$ cat config.mk
export PLATFORM = sky130hd
export DESIGN_NAME = store_trace_monitor
export DESIGN_NICKNAME = d
export VERILOG_FILES = /design/src/rtl/store_trace_monitor.sv
export SDC_FILE = /design/constraint.sdc
export NUM_CORES = 1
export LEC_CHECK = 0
export BUFFER_PORTS_ARGS = -buffer_cell sky130_fd_sc_hd__buf_2
export CORE_ASPECT_RATIO = 0.9
export CORE_MARGIN = 2
export CORE_UTILIZATION = 39
export CTS_BUF_LIST = sky130_fd_sc_hd__clkbuf_16
export DETAILED_ROUTE_END_ITERATION = 10
export PLACE_DENSITY = 0.55
export REMOVE_ABC_BUFFERS = 1
export SYNTH_ARGS = -nofsm -noshare
export SYNTH_HDL_FRONTEND = slang
export SYNTH_SLANG_ARGS = --single-unit
$ cat constraint.sdc
create_clock -name clk -period 11.3 [get_ports clk]
set_input_delay 1.13 -clock clk [delete_from_list [all_inputs] [get_ports clk]]
set_output_delay 1.13 -clock clk [all_outputs]
set_load 0.02 [all_outputs]
$ cat src/rtl/store_trace_monitor.sv
// Store trace monitor: captures core data-memory stores into a FIFO
// and runs a single-store pass/fail checker with a cycle timeout.
module store_trace_monitor #(
    parameter int DEPTH      = 8,
    parameter int MAX_CYCLES = 1000,
    parameter int CNT_W      = 16
) (
    input  logic             clk,
    input  logic             reset,
    input  logic             MemWrite,
    input  logic [31:0]      DataAdr,
    input  logic [31:0]      WriteData,
    input  logic [31:0]      PC,
    input  logic [31:0]      chk_addr,
    input  logic [31:0]      chk_data,
    output logic             trace_valid,
    input  logic             trace_ready,
    output logic [31:0]      trace_pc,
    output logic [31:0]      trace_addr,
    output logic [31:0]      trace_data,
    output logic             overflow,
    output logic [CNT_W-1:0] store_count,
    output logic [CNT_W-1:0] drop_count,
    output logic             done,
    output logic             pass,
    output logic             fail
);

    localparam int IDX_W = (DEPTH > 1) ? $clog2(DEPTH) : 1;
    localparam int PTR_W = IDX_W + 1;
    localparam int CYC_W = (MAX_CYCLES > 1) ? $clog2(MAX_CYCLES) : 1;

    typedef struct packed {
        logic [31:0] pc;
        logic [31:0] addr;
        logic [31:0] data;
    } traceEntry_t;

    typedef enum logic [1:0] {
        stRun  = 2'd0,
        stPass = 2'd1,
        stFail = 2'd2
    } chkState_t;

    traceEntry_t mem [DEPTH];
    traceEntry_t headEntry;

    logic [PTR_W-1:0] wrPtr;
    logic [PTR_W-1:0] rdPtr;
    logic [IDX_W-1:0] wrIdx;
    logic [IDX_W-1:0] rdIdx;
    logic             fifoEmpty;
    logic             fifoFull;
    logic             doPop;
    logic             doPush;
    logic             doDrop;

    logic [CNT_W-1:0] storeCnt;
    logic [CNT_W-1:0] dropCnt;
    logic             overflowSticky;

    chkState_t        state;
    chkState_t        stateNext;
    logic [CYC_W-1:0] cycleCnt;
    logic             addrHit;
    logic             dataHit;
    logic             timeout;

    assign wrIdx     = wrPtr[IDX_W-1:0];
    assign rdIdx     = rdPtr[IDX_W-1:0];
    assign fifoEmpty = (wrPtr == rdPtr);
    assign fifoFull  = (wrPtr[PTR_W-1] != rdPtr[PTR_W-1])
                    && (wrIdx == rdIdx);

    // A full FIFO still accepts a store when the head leaves on the same edge.
    assign doPop  = !fifoEmpty && trace_ready;
    assign doPush = MemWrite && (!fifoFull || doPop);
    assign doDrop = MemWrite && fifoFull && !doPop;

    // Storage array needs no reset: the head is masked while the FIFO is empty.
    always_ff @(posedge clk) begin
        if (doPush) begin
            mem[wrIdx] <= '{pc: PC, addr: DataAdr, data: WriteData};
        end
    end

    // Read/write pointers carry a wrap bit to tell full from empty.
    always_ff @(posedge clk or posedge reset) begin
        if (reset) begin
            wrPtr <= '0;
            rdPtr <= '0;
        end else begin
            if (doPush) wrPtr <= wrPtr + PTR_W'(1);
            if (doPop)  rdPtr <= rdPtr + PTR_W'(1);
        end
    end

    // Head presentation, forced to zero when nothing is queued.
    always_comb begin
        headEntry   = mem[rdIdx];
        trace_valid = !fifoEmpty;
        trace_pc    = '0;
        trace_addr  = '0;
        trace_data  = '0;
        if (!fifoEmpty) begin
            trace_pc   = headEntry.pc;
            trace_addr = headEntry.addr;
            trace_data = headEntry.data;
        end
    end

    // Saturating store/drop counters and the sticky overflow flag.
    always_ff @(posedge clk or posedge reset) begin
        if (reset) begin
            storeCnt       <= '0;
            dropCnt        <= '0;
            overflowSticky <= 1'b0;
        end else begin
            if (MemWrite && storeCnt != '1) storeCnt <= storeCnt + CNT_W'(1);
            if (doDrop && dropCnt != '1)    dropCnt  <= dropCnt + CNT_W'(1);
            if (doDrop)                     overflowSticky <= 1'b1;
        end
    end

    assign store_count = storeCnt;
    assign drop_count  = dropCnt;
    assign overflow    = overflowSticky;

    assign addrHit = MemWrite && (DataAdr == chk_addr);
    assign dataHit = (WriteData == chk_data);
    assign timeout = (cycleCnt == CYC_W'(MAX_CYCLES - 1));

    // Checker state register; the cycle counter freezes once decided.
    always_ff @(posedge clk or posedge reset) begin
        if (reset) begin
            state    <= stRun;
            cycleCnt <= '0;
        end else begin
            state <= stateNext;
            if (state == stRun && !timeout) cycleCnt <= cycleCnt + CYC_W'(1);
        end
    end

    // Checker next state: an address hit outranks the timeout.
    always_comb begin
        stateNext = state;
        unique case (state)
            stRun: begin
                if (addrHit)      stateNext = dataHit ? stPass : stFail;
                else if (timeout) stateNext = stFail;
            end
            default: stateNext = state;
        endcase
    end

    // Checker outputs decoded straight from the state register.
    always_comb begin
        pass = 1'b0;
        fail = 1'b0;
        unique case (1'b1)
            (state == stPass): pass = 1'b1;
            (state == stFail): fail = 1'b1;
            default: ;
        endcase
        done = pass | fail;
    end

endmodule

Word level (Yosys, flattened, before mapping):

Memory sizes are Yosys's and may differ from the RTL's.
Cells that the tools add are included.

* add/subtract/negate cells: 5
* reductions and logical operators: 17
* bitwise logic cells: 1
* equal/unequal tests: 10
* multiplexer cells: 10

Operator list (count)
* $mux W32: 3
* $eq A32 B32 Y1: 2
* $add A16 B1 Y16 const B: 2
* $ne A16 B16 Y1 const B: 2
* $add A10 B1 Y10 const B: 1
* $eq A10 B10 Y1 const B: 1
* $logic_and A1 B1 Y1: 9
* $add A4 B1 Y4 const B: 2
* $mux W2: 3
* $eq A4 B4 Y1: 1
* $logic_not A1 Y1: 4
* $mux W1: 4
* $eq A3 B3 Y1: 1
* $eq A2 B1 Y1 const B: 1
* $eq A2 B2 Y1 const B: 1
* $logic_not A2 Y1: 1
* $reduce_and A2 Y1: 1
* $reduce_bool A2 Y1: 1
* $logic_or A1 B1 Y1: 1
* $ne A1 B1 Y1: 1
* $or A1 B1 Y1: 1

* input port bits: 164
* memories: 1
* flip-flop bits (word level): 53
* bits in writable memories: 768
* word-level logic and storage cells: 51
* output and inout bits: 133

Memories
* mem: words 8, bits a word 96, read ports 1, clocked after Yosys merged registers in 0, write ports 1, line 45 `traceEntry_t mem [DEPTH];`

Logic depth before layout (Yosys ltp):

Gate-level depths: netlist of the first run.

* word-level depth: 7
* mapped depth: 7
* mapped depth without buffers: 7

Worst setup path before layout of the first run:

OpenSTA, ideal clock, no wires.

* kind: input port to flip-flop
* start: in trace_ready
* end: mem mem[0][0] (netlist name), enable pin
* slack: 0.095 ns
* stages on the path: 4
* arrival: 10.418 ns
* buffers on the path: 0
* setup time: 0.787 ns
* required time: 10.513 ns
* cells stage by stage: nor2_1 -> nand2_1 -> nand2_1 -> nor4_1

* cells in the longest elaborated chain, start to end: 5

RTL lines
* start, declared: line 17 `input logic trace_ready,`
* $logic_and A1 B1 Y1: line 76 `assign doPop = !fifoEmpty && trace_ready;`
* $logic_or A1 B1 Y1: line 77 `assign doPush = MemWrite && (!fifoFull || doPop);`
* $logic_and A1 B1 Y1: line 77
* $mux W1: line 82 `if (doPush) begin`
* $mux W1 (implied by the code): line 83 `mem[wrIdx] <= '{pc: PC, addr: DataAdr, data: WriteData};`
* end, declared: line 45

Every way passes these cells.

Final worst setup path of the first run:

* start: reg rdPtr[1]
* end: out trace_pc[6]

* cells in the longest elaborated chain, start to end: 2
* elaborated cells on any way between the ends: 3
* classes of those cells: eq/ne (1); mux (1); memory (1)

RTL lines
* start, declared: line 49 `logic [PTR_W-1:0] rdPtr;`
* start signal, assigned: line 94 `if (doPop) rdPtr <= rdPtr + PTR_W'(1);`
* $mem_v2 Z8 W96 / $eq A4 B4 Y1 (equally long branches)
* $mux W32 *: line 105 `if (!fifoEmpty) begin`
* end, declared: line 18 `output logic [31:0] trace_pc,`

Mark *: on every way between the ends. The rest lies on a longest branch, timed or not.

==> metrics.md, run 1 <==
| Metric | Value |
|---|---|
| RSZ-0062 raised after global routing | `no` |
| Post-route insts no fill | `around 3000` |
| Post-synth EDFFs | `between 700 and 800` |
| Placement Setup Slack | `between 6 and 7 ns` |
| Placed cells | `between 2000 and 3000` |
| Post-synth ARST share | `6.46%` |
| CTS tree | `built` |
| Setup Buffers After CTS | `0` |
| Final Hold Fails | `0` |
| Worst-case reg-to-reg path depth | `6` |
| Syn avg cell area | `21.0 µm²` |
| Fmax | `roughly 0.19 GHz` |
| Post-synthesis sequential area ratio | `around three quarters` |
| Vias in the first global route | `around 17000` |
| DP HPWL | `between 40 and 50 mm` |
| Critical path fanouts, max | `61` |
| Core ar. | `a little over 80000 µm²` |
| M1 GR Usage | `about a quarter` |
| Drt pass-1 iters | `5` |
| Area grow syn2layout | `16.9%` |
| Worst-Skew Late Latency | `~0.63 ns` |
| Clock Path Buffers | `3` |
| Gr usage total | `17.1%` |
| Total power divided by cell area | `264 nW/µm²` |
| Cts repair resizes | `0` |
| Yosys Warn Count | `0` |
| Top cell type's share of synthesized area | `71.2%` |
| CP Launch Type | `flip-flop` |
| Leakage | `13.2 nW` |
| Routed Antenna Nets | `0` |
| Die width | `308 µm` |
| Share of cells above drive strength 1 | `33.9%` |
| RePlAce Congestion | `0.727` |
| Final TNS setup | `0 ns` |
| Peak supply drop | `0.225 mV` |
| Worst path bufs/invs | `3` |
| Hold Path End | `overflow$_DFFE_PP0P_` |
| Mapped Area | `approximately 32000 µm²` |
| CP max stage cell | `buf_4` |
| Required time of the critical path | `10.17 ns` |
| Most common cell in the netlist | `edfxtp_1` |
| Tightest Pin Transition | `between 1 and 1.5 ns` |
| # nets final | `2063` |
| Crit Path Category | `flip-flop to output pin` |
| CTS root buf | `clkbuf_16` |
| Met2 Use GR | `27.6%` |
| Vias | `15846` |
| Final period util | `a little under half` |
| Top-level I/O count | `~300` |
| M3 GR Usage | `roughly 3.6%` |
| Largest net degree at the start of global routing | `111` |
| Top cells by count, synth | `edfxtp_1 (768), mux4_2 (192), nor2_1 (104)` |
| Die H | `~280 µm` |
| Hold Crit Start | `overflow$_DFFE_PP0P_` |
| Clock Sinks | `between 800 and 900` |
| Hold Path Depth | `1` |
| TritonCTS buffer count | `85` |
| Clock skew | `approximately 0.023 ns` |
| Top_reg_cell synth | `edfxtp_1` |
| DRT Wirelength | `roughly 73 mm` |
| Final Setup Violations | `0` |
| Port bufs | `296` |
| Worst Hold Class | `flip-flop to flip-flop` |
| MaxCap Viol Count | `0` |
| WP data arrival | `4.13 ns` |
| Worst R2R Start | `rdPtr[0]$_DFFE_PP0P_` |
| Iteration-0 DRC Markers | `1016` |
| Worst setup margin | `about 6 ns` |
| Row count | `100` |
| Post-synthesis cell count | `~1500` |
| Relative slew slack | `30.6%` |
| Total gr overflow | `0` |
| #FFs+latches synth | `around 820` |
| Worst Setup End Kind | `output pin` |
| Pins Over Slew Limit | `0` |
| Synth area leader | `edfxtp_1` |
| Full die area | `between 80000 and 90000 µm²` |
| First-pass GRT wire length | `between 100 and 150 mm` |
| GRT busiest layer | `met2` |
| DRC errors left | `0` |
| Delay of the slowest cell on the worst path | `roughly 0.8 ns` |
| Vias/cell | `5.23` |
| Synth top area cells | `edfxtp_1 (71%), mux4_2 (13%), dfrtp_1 (4.1%)` |
| Crit-path cells | `buf_4 -> buf_4 -> mux4_2 -> mux2i_1 -> nor2_1 -> buf_2` |
| CP dominant cell by count | `buf_4` |
| R2r setup slk | `around 7.3 ns` |
| Final core utilization | `a little under half` |
| Post-synth cell types | `between 40 and 50` |
| CTS H-tree lvls | `3` |
| CTS clk-pin slew, worst paths | `around 0.060 ns` |
| WL per Instance | `between 20 and 25 µm` |
| Antenna violations before repair | `9` |
| Tmin final | `around 5.3 ns` |
| Status | `completed` |
| Initial Util | `about two fifths` |
| Largest delay share family, worst path | `buffers and inverters` |
| Cts hold-fix bufs | `0` |
| FF-to-FF End | `mem[7][26]$_DFFE_PP_` |
[cells by family (layout without fill, tap and decap cells)]
kind of cell / Yosys count / count (layout) / share of synthesized area (%)
buffers and inverters: 80 / 494 / 1.11
other: 0 / 2 / 0
muxes: 295 / 295 / 16.6
and+or+nand+nor: 224 / 224 / 3.48
AOI/OAI and AO/OA: 7 / 7 / 0.170
DFF: 821 / 821 / 75.3
xor gates and xnor gates: 110 / 110 / 3.08
adders and majority gates: 8 / 8 / 0.309
[area by class of cell]
type                            instances  area, µm²
Antenna cell                            2       5.00
Clock buffer                           88       2200
Clock inverter                         67        460
Fill cell                            6950      44600
Inverter                               10       40.0
Multi-Input combinational cell        644       7680
Sequential cell                       821      24400
Tap cell                             1071       1340
Timing Repair Buffer                  329       1740
[cells in the final DEF (no fill, tap or decap), drive strengths merged, types with 8 or more instances in the layout]
cell type / count
xnor2: 57
nor2: 105
dfrtp: 53
mux2i: 97
ha: 8
nand4: 16
nand3: 14
xor2: 53
clkinv: 43
mux4: 192
nor4: 15
nor3: 13
nand2: 30
inv: 25
buf: 329
clkbuf: 88
edfxtp: 768
[how the worst max path moves through the flow]
| stage | start | to | slack, ns | cells past startpoint |
|---|---|---|---|---|
| after floorplan | rdPtr[0]$_DFFE_PP0P_ | mem[0][0]$_DFFE_PP_ | -6.23 | 5 |
| after global placement | rdPtr[1]$_DFFE_PP0P_ | trace_pc[6] | 6.72 | 6 |
| after detailed placement | rdPtr[1]$_DFFE_PP0P_ | trace_pc[6] | 6.75 | 6 |
| after CTS | rdPtr[2]$_DFFE_PP0P_ | trace_pc[6] | 6.06 | 5 |
| after global routing | rdPtr[1]$_DFFE_PP0P_ | trace_pc[6] | 5.84 | 6 |
| final | rdPtr[1]$_DFFE_PP0P_ | trace_pc[6] | 6.04 | 6 |
[flip-flops by register name, indices dropped and copies added (netlist names)]
signal	count
cycleCnt	10
drop_count	16
mem	768
overflow	1
rdPtr	4
state	2
store_count	16
wrPtr	4
[stage by stage]
| step | hold WS, ns | instance area, µm² | power (mW) |
|---|---|---|---|
| after floorplan | 0.446 | 32100 | 6.78 |
| after global placement | 0.451 | 35200 | 7.46 |
| after detailed placement | 0.457 | 35200 | 7.49 |
| after CTS | 0.480 | 37900 | 10.2 |
| after global routing | 0.498 | 37900 | 10.5 |
| final | 0.476 | 37900 | 9.98 |
[report_power, final]
group          internal, mW  switching (mW)
combinational          1.31            1.99
clock                  1.52            1.13
sequential             3.81           0.220
[per-layer routing]
metal	wire [µm]	share of wire, %
met4	1450	2.0
met1	32500	45
met2	35100	48
met5	48	0.066
met3	3800	5.2
No activity file was read; power rests on OpenSTA's default activity.
==> inputs of run 2 (changes only) <==
--- a/config.mk
+++ b/config.mk
@@ -5,13 +5,14 @@
 export SDC_FILE = /design/constraint.sdc
 export NUM_CORES = 1
 export LEC_CHECK = 0
+export ABC_AREA = 1
 export BUFFER_PORTS_ARGS = -buffer_cell sky130_fd_sc_hd__buf_2
 export CORE_ASPECT_RATIO = 0.9
 export CORE_MARGIN = 2
 export CORE_UTILIZATION = 39
 export CTS_BUF_LIST = sky130_fd_sc_hd__clkbuf_16
 export DETAILED_ROUTE_END_ITERATION = 10
-export PLACE_DENSITY = 0.55
+export PLACE_DENSITY = 0.53
 export REMOVE_ABC_BUFFERS = 1
 export SYNTH_ARGS = -nofsm -noshare
 export SYNTH_HDL_FRONTEND = slang
==> constraint.sdc (replaced) <==
create_clock -name clk -period 5.2 [get_ports clk]
set_input_delay 0.52 -clock clk [delete_from_list [all_inputs] [get_ports clk]]
set_output_delay 0.52 -clock clk [all_outputs]
set_load 0.02 [all_outputs]
==> run 2 against run 1 <==
Die area up 3.9%. Critical path depth up 1. Count of clock-buffer cells in the layout is 2 higher. Clock power grew 120%. Synthesized cell count rose by 79%. Design area rose by 3.3%. Largest power group unchanged. Critical path type unchanged. Non-clock buffer count up 2. Via count increased by 40%. Worst hold slack worse by 0.40 ns. Routed wire length increased by 22%.
==> metrics.md, run 2 <==
| Metric | Value |
|---|---|
| Overall power | `23.2 mW (+130%)` |
| Top cells by count, synth | `edfxtp_1 (768), nor2_1 (657), o21ai_0 (473)` |
| Final TNS setup | `0 ns (unchanged)` |
| Pins Over Slew Limit | `0 (unchanged)` |
| #FFs+latches synth | `821 (unchanged)` |
| Tightest Pin Transition | `1.22 ns (+0.175 ns)` |
| Required time of the critical path | `4.68 ns (-5.49 ns)` |
| WP data arrival | `3.71 ns (-0.42 ns)` |
| Final Hold Fails | `0 (unchanged)` |
| CTS clk-pin slew, worst paths | `0.06 ns (about the same)` |
| Top-level I/O count | `297 (unchanged)` |
| Top cell type's share of synthesized area | `68.5% (-2.7 points)` |
| WL per Instance | `21.0 µm (-13%)` |
| Leakage | `13.8 nW (+4.7%)` |
| Most common cell after layout, fill and taps aside | `edfxtp_1` |
| Vias/cell | `5.22 (about the same)` |
| Yosys Warn Count | `0 (unchanged)` |
| Row count | `102 (+2.0%)` |
| Tmin final | `4.23 ns` |
| Port bufs | `296 (unchanged)` |
| Clock Sinks | `821 (unchanged)` |
| Fmax | `0.237 GHz` |
| DRC errors left | `0 (unchanged)` |
| Drt pass-1 iters | `6 (+1)` |
| Worst-Skew Late Latency | `0.65 ns (+0.02 ns)` |
| CTS H-tree lvls | `3 (unchanged)` |
| Final Setup Violations | `0 (unchanged)` |
| First-pass GRT wire length | `133 mm (+23%)` |
| Post-synth cell types | `37 (-14%)` |
| Worst Hold Class | `input pin to asynchronous set/reset pin` |
| Biggest register | `mem` |
| RePlAce Congestion | `0.836 (+15%)` |
| Total gr overflow | `0 (unchanged)` |
| Fill count | `7830 (+13%)` |
| Peak supply drop | `0.555 mV (+150%)` |
| Most common cell in the netlist | `edfxtp_1` |
| Placement Setup Slack | `1.64 ns (-5.11 ns)` |
| Cts repair resizes | `0 (unchanged)` |
| Routed Antenna Nets | `0 (unchanged)` |
| Core ar. | `85800 µm² (+4.0%)` |
| Initial Util | `39.2% (-0.040 points)` |
| Area grow syn2layout | `16.3%` |
| MaxCap Viol Count | `0 (unchanged)` |
| Max FFs per register | `768 (unchanged)` |
| Die H | `283 µm (+1.9%)` |
| TritonCTS buffer count | `89 (+4.7%)` |
| DP HPWL | `49.3 mm (+20%)` |
| Top_reg_cell synth | `edfxtp_1` |
| Largest net degree at the start of global routing | `211 (+90%)` |
| Share of cells above drive strength 1 | `15.6% (-18 points)` |
| Post-synth EDFFs | `768 (unchanged)` |
| Iteration-0 DRC Markers | `1771 (+74%)` |
| Final period util | `between 80% and 90%` |
| Final core utilization | `45.6% (-0.31 points)` |
| Gr usage total | `19.7% (+2.6 points)` |
| Cts hold-fix bufs | `0 (unchanged)` |
| Synth top area cells | `edfxtp_1 (69%), nor2_1 (7.3%), o21ai_0 (7.0%)` |
| Vias | `22193 (+40%)` |
| Status | `completed` |
| Synth area leader | `edfxtp_1` |
| Post-synthesis sequential area ratio | `72.5% (-2.8 points)` |
| Antenna violations before repair | `20 (+11)` |
| Crit Path Category | `flip-flop to output pin` |
| RSZ-0062 raised after global routing | `no` |
| Clock skew | `0.0288 ns (+0.00615 ns)` |
| # nets final | `3200 (+55%)` |
| Worst Setup End Kind | `output pin` |
| CTS root buf | `clkbuf_16` |
| Setup Buffers After CTS | `0 (unchanged)` |
| CTS tree | `built` |
| Mapped Area | `33700 µm² (+3.9%)` |
| Die width | `314 µm (+1.9%)` |
| Clock Path Buffers | `3 (unchanged)` |
| Vias in the first global route | `21589 (+29%)` |
| Commonest cells after routing, fill and taps aside | `edfxtp_1 (768), nor2_1 (650), o21ai_0 (473)` |
| Relative slew slack | `19.0% (-12 points)` |
| Worst setup margin | `0.973 ns (-5.07 ns)` |
| Post-synth ARST share | `6.46% (unchanged)` |
| Post-synthesis cell count | `2766 (+79%)` |
| DRT Wirelength | `89.1 mm (+22%)` |
| CP Launch Type | `flip-flop` |
| Total power divided by cell area | `592 nW/µm² (+120%)` |
| Full die area | `88700 µm² (+3.9%)` |
| Syn avg cell area | `12.2 µm² (-42%)` |
| Final hold slack | `0.0736 ns (-0.403 ns)` |
| Critical path fanouts, max | `210 (+240%)` |
-- run 2: worst max-delay path, stage by stage, from the launching register on --
cell and delay (ns):
dfrtp_4 0.70, inv_8 0.80, buf_4 0.47, o21ai_0 0.14, o22ai_1 0.16, o21ai_0 0.10
a31oi_1 0.24, buf_2 0.22
-- run 2: cell type report --
cell class	count	area (µm²)	area share [%]
Sequential cell	821	24400	62.4
Multi-Input combinational cell	1693	8260	21.1
Clock buffer	90	2250	5.76
Timing Repair Buffer	331	1880	4.81
Tap cell	1144	1430	3.66
Clock inverter	70	520	1.33
Inverter	92	365	0.934
Antenna cell	8	20.0	0.0512
-- run 2: power breakdown --
| group | internal (mW) | leakage (nW) | switching, mW |
|---|---|---|---|
| clock | 3.40 | 1.45 | 2.54 |
| combinational | 2.40 | 4.75 | 6.20 |
| sequential | 8.28 | 7.62 | 0.352 |
-- run 2: cells by family (layout without fill, tap and decap cells) --
| family | Yosys count | count (layout) | share of synthesized area (%) |
|---|---|---|---|
| simple gates | 893 | 893 | 10.5 |
| buf+inv | 252 | 583 | 3.18 |
| flops | 821 | 821 | 72.5 |
| compound gates | 701 | 701 | 11.2 |
| xor+xnor | 91 | 91 | 2.37 |
| fa+ha+maj | 8 | 8 | 0.297 |
| other cells | 0 | 8 | 0 |
-- run 2: metal layers --
layer / share of wire (%) / vias to the layer above / GRT usage, %
met5: 0.20 / - / 0
met4: 2.3 / 28 / 5.55
met3: 6.2 / 145 / 4.45
met2: 47 / 598 / 31.7
met1: 44 / 10976 / 26.8
li1: - / 10446 / -
-- run 2: worst paths after layout --
path	start	endpoint	slack (ns)	cells after the start
min	reset	drop_count[9]$_DFFE_PP0P_	0.07	3
max reg2reg	rdPtr[0]$_DFFE_PP0P_	mem[6][29]$_DFFE_PP_	1.99	8
max	rdPtr[0]$_DFFE_PP0P_	trace_pc[28]	0.97	7
min in group clk	PC[11]	mem[2][75]$_DFFE_PP_	0.14	1
max in group asynchronous	reset	rdPtr[1]$_DFFE_PP0P_	4.57	3
min reg2reg	cycleCnt[9]$_DFFE_PP0P_	cycleCnt[9]$_DFFE_PP0P_	0.48	1
-- run 2: through the flow --
| step | area, µm² | cells |
|---|---|---|
| 2_1_floorplan | 32900 | 2606 |
| 6_report | 39100 | 4249 |
| 4_1_cts | 39100 | 4241 |
| 3_5_place_dp | 36300 | 4081 |
| 3_3_place_gp | 36300 | 4081 |
| 5_1_grt | 39100 | 4246 |
